### src/rtl/user_au_stream_arbiter_if.sv
// Bundle of the per-channel source, shared filter and per-channel result handshakes
// around the stream arbiter. slave = arbiter view, master = environment view.
interface user_au_stream_arbiter_if #(
    parameter int NumCh     = 2,
    parameter int DataWidth = 32
);
    logic [NumCh*DataWidth-1:0] ch_data_i;
    logic [NumCh-1:0]           ch_valid_i;
    logic [NumCh-1:0]           ch_ready_o;
    logic [DataWidth-1:0]       flt_data_o;
    logic                       flt_valid_o;
    logic                       flt_ready_i;
    logic [DataWidth-1:0]       flt_data_i;
    logic                       flt_valid_i;
    logic                       flt_ready_o;
    logic [DataWidth-1:0]       res_data_o;
    logic [NumCh-1:0]           res_valid_o;
    logic [NumCh-1:0]           res_ready_i;

    modport slave (
        input  ch_data_i, ch_valid_i, flt_ready_i, flt_data_i, flt_valid_i, res_ready_i,
        output ch_ready_o, flt_data_o, flt_valid_o, flt_ready_o, res_data_o, res_valid_o
    );

    modport master (
        output ch_data_i, ch_valid_i, flt_ready_i, flt_data_i, flt_valid_i, res_ready_i,
        input  ch_ready_o, flt_data_o, flt_valid_o, flt_ready_o, res_data_o, res_valid_o
    );
endinterface

### src/rtl/user_au_stream_arbiter.sv
// Round-robin arbiter sharing one filter datapath between NumCh sample streams;
// a tag FIFO remembers the issuing channel so in-order results are routed back.
module user_au_stream_arbiter #(
    parameter int NumCh          = 2,
    parameter int DataWidth      = 32,
    parameter int MaxOutstanding = 4
) (
    input  logic                    clk_i,
    input  logic                    rst_ni,
    input  logic                    en_i,
    user_au_stream_arbiter_if.slave bus,
    output logic                    busy_o,
    output logic                    err_o
);
    localparam int TagW = (NumCh > 1) ? $clog2(NumCh) : 1;
    localparam int PtrW = (MaxOutstanding > 1) ? $clog2(MaxOutstanding) : 1;

    typedef logic [TagW-1:0] tag_t;
    typedef enum logic {IDLE, LOCKED} state_e;

    state_e          state_q, state_d;
    tag_t            rr_q, rr_d;
    tag_t            lock_q, lock_d;
    tag_t            tags_q [MaxOutstanding];
    logic [PtrW-1:0] wr_ptr_q, rd_ptr_q;
    logic [PtrW:0]   count_q;
    logic            err_q;

    logic fifo_empty, fifo_full;
    logic push, pop;
    logic granting, grant_valid;
    tag_t grant, head;

    assign fifo_empty = (count_q == '0);
    assign fifo_full  = (count_q == (PtrW+1)'(MaxOutstanding));
    assign head       = tags_q[rd_ptr_q];
    assign busy_o     = !fifo_empty;
    assign err_o      = err_q;

    // Return path: forward the filter result to the channel tagged at the FIFO head.
    always_comb begin
        // NOTE: every combinational output gets a default first so no path infers a latch.
        pop             = 1'b0;
        bus.res_valid_o = '0;
        bus.res_data_o  = '0;
        bus.flt_ready_o = 1'b0;
        if (rst_ni) begin
            bus.res_data_o = bus.flt_data_i;
            if (!fifo_empty) begin
                bus.res_valid_o = NumCh'(bus.flt_valid_i) << head;
                bus.flt_ready_o = bus.res_ready_i[head];
                pop             = bus.flt_valid_i & bus.res_ready_i[head];
            end else begin
                bus.flt_ready_o = bus.flt_valid_i;
            end
        end
    end

    // Issue path: round-robin pick in IDLE, grant held on the latched channel in LOCKED.
    always_comb begin
        state_d         = state_q;
        rr_d            = rr_q;
        lock_d          = lock_q;
        grant           = lock_q;
        granting        = 1'b0;
        grant_valid     = 1'b0;
        push            = 1'b0;
        bus.flt_valid_o = 1'b0;
        bus.flt_data_o  = '0;
        bus.ch_ready_o  = '0;

        case (state_q)
            IDLE: begin
                if (rst_ni && en_i && (!fifo_full || pop)) begin
                    for (int i = 0; i < NumCh; i++) begin
                        if (!granting && bus.ch_valid_i[(int'(rr_q) + i) % NumCh]) begin
                            granting    = 1'b1;
                            grant_valid = 1'b1;
                            grant       = tag_t'((int'(rr_q) + i) % NumCh);
                        end
                    end
                end
            end
            LOCKED: begin
                granting    = rst_ni;
                grant_valid = rst_ni & bus.ch_valid_i[lock_q];
            end
            default: state_d = IDLE;
        endcase

        if (granting) begin
            bus.flt_valid_o       = grant_valid;
            bus.flt_data_o        = bus.ch_data_i[grant*DataWidth +: DataWidth];
            bus.ch_ready_o[grant] = bus.flt_ready_i;
            push                  = grant_valid & bus.flt_ready_i;
            if (push) begin
                rr_d    = tag_t'((int'(grant) + 1) % NumCh);
                state_d = IDLE;
            end else begin
                lock_d  = grant;
                state_d = LOCKED;
            end
        end
    end

    always_ff @(posedge clk_i or negedge rst_ni) begin
        if (!rst_ni) begin
            state_q  <= IDLE;
            rr_q     <= '0;
            lock_q   <= '0;
            wr_ptr_q <= '0;
            rd_ptr_q <= '0;
            count_q  <= '0;
            err_q    <= 1'b0;
        end else begin
            state_q <= state_d;
            rr_q    <= rr_d;
            lock_q  <= lock_d;
            if (push) wr_ptr_q <= wr_ptr_q + 1'b1;
            if (pop)  rd_ptr_q <= rd_ptr_q + 1'b1;
            count_q <= count_q + {{PtrW{1'b0}}, push} - {{PtrW{1'b0}}, pop};
            if (fifo_empty && bus.flt_valid_i) err_q <= 1'b1;
        end
    end

    // NOTE: tag storage has no reset; entries are only read while the count says they are valid.
    always_ff @(posedge clk_i) begin
        if (push) tags_q[wr_ptr_q] <= grant;
    end
endmodule

### src/flat_wrapper.sv
// flat-port wrapper written by rule: the top's interface ports become plain ports
module user_au_stream_arbiter_flat 
#(
    parameter int NumCh          = 2,
    parameter int DataWidth      = 32,
    parameter int MaxOutstanding = 4
)
  (clk_i, rst_ni, en_i, busy_o, err_o, bus_ch_data_i, bus_ch_valid_i, bus_flt_ready_i, bus_flt_data_i, bus_flt_valid_i, bus_res_ready_i, bus_ch_ready_o, bus_flt_data_o, bus_flt_valid_o, bus_flt_ready_o, bus_res_data_o, bus_res_valid_o);
  user_au_stream_arbiter_if #(.NumCh(NumCh), .DataWidth(DataWidth)) bus_i ();
  input  logic clk_i;
  input  logic rst_ni;
  input  logic en_i;
  output logic busy_o;
  output logic err_o;
  input wire logic [$bits(bus_i.ch_data_i)-1:0] bus_ch_data_i;
  input wire logic [$bits(bus_i.ch_valid_i)-1:0] bus_ch_valid_i;
  input wire logic [$bits(bus_i.flt_ready_i)-1:0] bus_flt_ready_i;
  input wire logic [$bits(bus_i.flt_data_i)-1:0] bus_flt_data_i;
  input wire logic [$bits(bus_i.flt_valid_i)-1:0] bus_flt_valid_i;
  input wire logic [$bits(bus_i.res_ready_i)-1:0] bus_res_ready_i;
  output wire logic [$bits(bus_i.ch_ready_o)-1:0] bus_ch_ready_o;
  output wire logic [$bits(bus_i.flt_data_o)-1:0] bus_flt_data_o;
  output wire logic [$bits(bus_i.flt_valid_o)-1:0] bus_flt_valid_o;
  output wire logic [$bits(bus_i.flt_ready_o)-1:0] bus_flt_ready_o;
  output wire logic [$bits(bus_i.res_data_o)-1:0] bus_res_data_o;
  output wire logic [$bits(bus_i.res_valid_o)-1:0] bus_res_valid_o;
  assign bus_i.ch_data_i = bus_ch_data_i;
  assign bus_i.ch_valid_i = bus_ch_valid_i;
  assign bus_i.flt_ready_i = bus_flt_ready_i;
  assign bus_i.flt_data_i = bus_flt_data_i;
  assign bus_i.flt_valid_i = bus_flt_valid_i;
  assign bus_i.res_ready_i = bus_res_ready_i;
  assign bus_ch_ready_o = bus_i.ch_ready_o;
  assign bus_flt_data_o = bus_i.flt_data_o;
  assign bus_flt_valid_o = bus_i.flt_valid_o;
  assign bus_flt_ready_o = bus_i.flt_ready_o;
  assign bus_res_data_o = bus_i.res_data_o;
  assign bus_res_valid_o = bus_i.res_valid_o;
  user_au_stream_arbiter #(.NumCh(NumCh), .DataWidth(DataWidth), .MaxOutstanding(MaxOutstanding)) u_core (.clk_i(clk_i), .rst_ni(rst_ni), .en_i(en_i), .bus(bus_i), .busy_o(busy_o), .err_o(err_o));
endmodule
### config.mk
export PLATFORM = sky130hd
export DESIGN_NAME = user_au_stream_arbiter_flat
export DESIGN_NICKNAME = d
export VERILOG_FILES = /design/src/rtl/user_au_stream_arbiter_if.sv /design/src/rtl/user_au_stream_arbiter.sv /design/src/flat_wrapper.sv
export SDC_FILE = /design/constraint.sdc
export NUM_CORES = 1
export LEC_CHECK = 0
export BUFFER_PORTS_ARGS = -buffer_cell sky130_fd_sc_hd__buf_2
export CAP_MARGIN = 10
export CORE_MARGIN = 4
export CORE_UTILIZATION = 34
export DETAILED_ROUTE_END_ITERATION = 16
export PLACE_DENSITY = 0.77
export SYNTH_ARGS = -nofsm -noshare
export SYNTH_HDL_FRONTEND = slang
export SYNTH_SLANG_ARGS = --single-unit
### constraint.sdc
create_clock -name clk_i -period 2.6 [get_ports clk_i]
set_clock_uncertainty 0.1 [all_clocks]
set_input_delay 0.52 -clock clk_i [delete_from_list [all_inputs] [get_ports clk_i]]
set_output_delay 0.52 -clock clk_i [all_outputs]
set_load 0.01 [all_outputs]
==> reports/metrics.yaml <==
layout:
  synthToLayoutAreaGrowth_pct: 88.92
  fin_util: 0.6660
  final_area_um2: 3690
  drive_gt1_frac: 0.6536
  nets: 546
  n_fill_cell: 442
  antenna_cells: 0
global_routing:
  grt_usage: 0.1828
  grt_pass1_wl_mm: 10.98
  grt_overflow: 0
  use_met1: 0.2036
  globalRouteMet3Util: 0.02962
  use_met2: 0.3579
  busiest_layer: "met2"
  grt_pass1_vias: 2293
  grt_max_degree: 33
  antenna_found_initial: 0
die:
  ios: 177
  chipHeight_um: 83.79
  initial_core_util: 0.3525
  dieArea_um2: 7021
  rows: 27
  fp.dieW_um: 83.79
  core_um2: 5540
yosys:
  syn_area_um2: 1953
  synth_cell_types: 45
  synth_top_area_frac: 0.1794
  async_flop_share: 0.7333
  synth_edf_count: 4
  seq_area_frac_synth: 0.2024
  syn_avg_cell_area_um2: 8.419
  yosysTopAreaCell: "a211oi_2"
  synth-seq-cells: 15
  ys.flop_type: "dfrtp_1"
  synth_cells: 232
  synth_nets: 344
  yosys_warnings: 0
  synth_area_leaders: "a211oi_2 18%, dfrtp_1 14%, and2_1 12%"
detailed_routing:
  drtPass1Iterations: 4
  via_per_inst: 4.764
  num_vias: 2406
  drt_iter0_drc: 82
  drcViolationCount: 0
  wl_per_cell_um: 14.98
  wirelength_mm: 7.563
  ant_nets: 0
status:
  violations: "setup timing"
  status: "finished with violations"
pwr:
  p_per_area_nw_per_um2: 868.6
  p_sw_frac: 0.4738
  vdd_ir_drop_max_uv: 569.4
  seq_power_share: 0.137
  p_clk_frac: 0.056
  internal_power_mw: 1.687
  finalPower_mw: 3.205
  p_sw_mw: 1.518
  p_leak_nw: 1.837
  p_comb_frac: 0.807
clock_tree:
  clockRootBuffer: "clkbuf_8"
  htree_levels: 1
  cts_buffers: 3
  cts.sinks: 15
  cts.clk_slew.worst_paths_ps: 50
  cts_tree: "built"
  cts_buffer_depth: 2
  clk_latency_ps: 240
worst_setup_path:
  worstSetupStartpoint: "u_core.rd_ptr_q[0]"
  worstPathRequired_ps: 1980
  critPathCaptureType: "output port"
  cp_top_family: "multiplexers"
  critical_path_class: "register to output port"
  startpoint_type: "register"
  crit_chain: "mux4_2, mux2_4, a21oi_4, buf_12, nor2_4, inv_6, buf_12, a211oi_4, buf_2"
  crit_slowest_cell: "mux4_2"
  crit_fanout: 9
  r2r-start: "u_core.rd_ptr_q[0]"
  cpMostUsedCell: "buf_12"
  cpPeakStageDelay_ps: 580
  path_buf_inv: 4
  worstPathArrival_ps: 2460
place:
  post-dp-hpwl_mm: 5.931
  gp_routability_congestion: 0.8270
  dp_slack_ps: -237.2
  place_area_um2: 3397
  portBuffers: 176
timing:
  min_period_over_period: 1.185
  fin_crit_ps: 3081
  worst_pin_slew_ps: 378.6
  worst_slack_ps: -481.5
  maxSlewViolCount: 0
  setup_violations: 38
  relSlewSlack: 0.7467
  finalHoldViolCount: 0
  max_freq_mhz: 324.5
  rsz0062_at_grt: "yes"
run:
  max_cap_viol_count: 0
min_path:
  hold_class: "primary input to async pin"
[worst paths after layout]
path / end / slack, ps / cells past startpoint
max: bus_flt_data_o[23] / -480 / 9
min: u_core.count_q[2] / 150 / 2
max reg2reg: u_core.count_q[2] / -370 / 13
min reg2reg: u_core.err_o / 350 / 1
max in group asynchronous: u_core.count_q[0] / 2070 / 2
min in group clk_i: u_core.err_o / 350 / 1
[cells in the mapped netlist, types with 2 or more instances]
master / n
inv_1: 43
and2_1: 37
nor3_1: 36
a211oi_2: 28
dfrtp_1: 11
clkbuf_1: 7
ha_1: 6
nand2_1: 5
a211oi_1: 4
buf_4: 4
edfxtp_1: 4
nor2_1: 4
xnor2_1: 4
buf_6: 3
o22ai_1: 3
a21oi_2: 2
buf_2: 2
mux2_1: 2
[layout by cell type, fill, tap and decap left out, drive strengths merged, types with 2 or more instances in the layout]
cell type,synthesis,routed
xnor2,4,4
o21ai,2,2
mux2,3,3
a21oi,4,4
nand2,5,5
nor3,36,36
ha,6,6
o22ai,3,3
edfxtp,4,4
clkbuf,7,5
a211oi,32,32
inv,44,44
o32ai,2,2
buf,9,211
nor2,5,5
and2,37,37
dfrtp,11,11
[per-layer routing]
layer	routed length [um]	share of wire	up-vias
met5	0	0	-
met1	2769	0.37	1111
met4	136	0.018	0
li1	-	-	1181
met3	523	0.069	12
met2	4133	0.55	102
[power groups by stage]
| stage | Combinational [mW] | Clock [mW] | Sequential [mW] |
|---|---|---|---|
| finish | 2.59 | 0.180 | 0.438 |
| global route | 2.76 | 0.194 | 0.449 |
| CTS | 2.33 | 0.186 | 0.434 |
| detailed placement | 2.26 | 0 | 0.438 |
| global placement | 2.21 | 0 | 0.431 |
| floorplan | 1.56 | 0 | 0.431 |
[repair_timing]
action / in CTS / in global routing
pin swaps: 0 / 3
setup endpoints to repair: 37 / 38
cloned: 0 / 3
buffers inserted: 1 / 4
endpoints found under the hold margin: 0 / 0
gates resized for setup: 12 / 17
hold buffers: 0 / 0
[final cells by class]
cell class / instances / area [um2] / share of cell area
timing repair buffer: 213 / 1325 / 0.3591
inverter: 44 / 170.2 / 0.04612
clock buffer: 3 / 41.29 / 0.01119
multi-input combinational: 157 / 1663 / 0.4507
tap: 72 / 90.09 / 0.02442
clock inverter: 1 / 5.005 / 0.001356
sequential: 15 / 395.4 / 0.1072
[stage by stage]
stage	instances	hold slack (ps)	TNS, ps
after floorplan	232	124.4	-1227
after detailed placement	494	344.7	-5644
final	505	154.0	-15350
after global placement	494	334.3	-3674
after CTS	499	151.8	-14610
after global routing	505	166.1	-18250
[flip-flops by register name, summed over array words and instances, names as in the netlist]
signal / count
u_core.rr_q: 1
u_core.lock_q: 1
u_core.count_q: 3
u_core.tags_q: 4
u_core.state_q: 1
u_core.rd_ptr_q: 2
u_core.err_o: 1
u_core.wr_ptr_q: 2
[cell families (layout without fill, tap and decap cells)]
| group | after synthesis | after routing | synth area share |
|---|---|---|---|
| flip-flops | 15 | 15 | 0.2024 |
| adder cells (fa/ha/maj) | 7 | 7 | 0.04869 |
| buffers and inverters | 60 | 261 | 0.1358 |
| multiplexers | 5 | 5 | 0.04228 |
| AO/OA/AOI/OAI | 52 | 52 | 0.2966 |
| XOR/XNOR | 5 | 5 | 0.02242 |
| AND/OR/NAND/NOR | 88 | 88 | 0.2518 |
No activity file was read; power rests on OpenSTA's default activity.
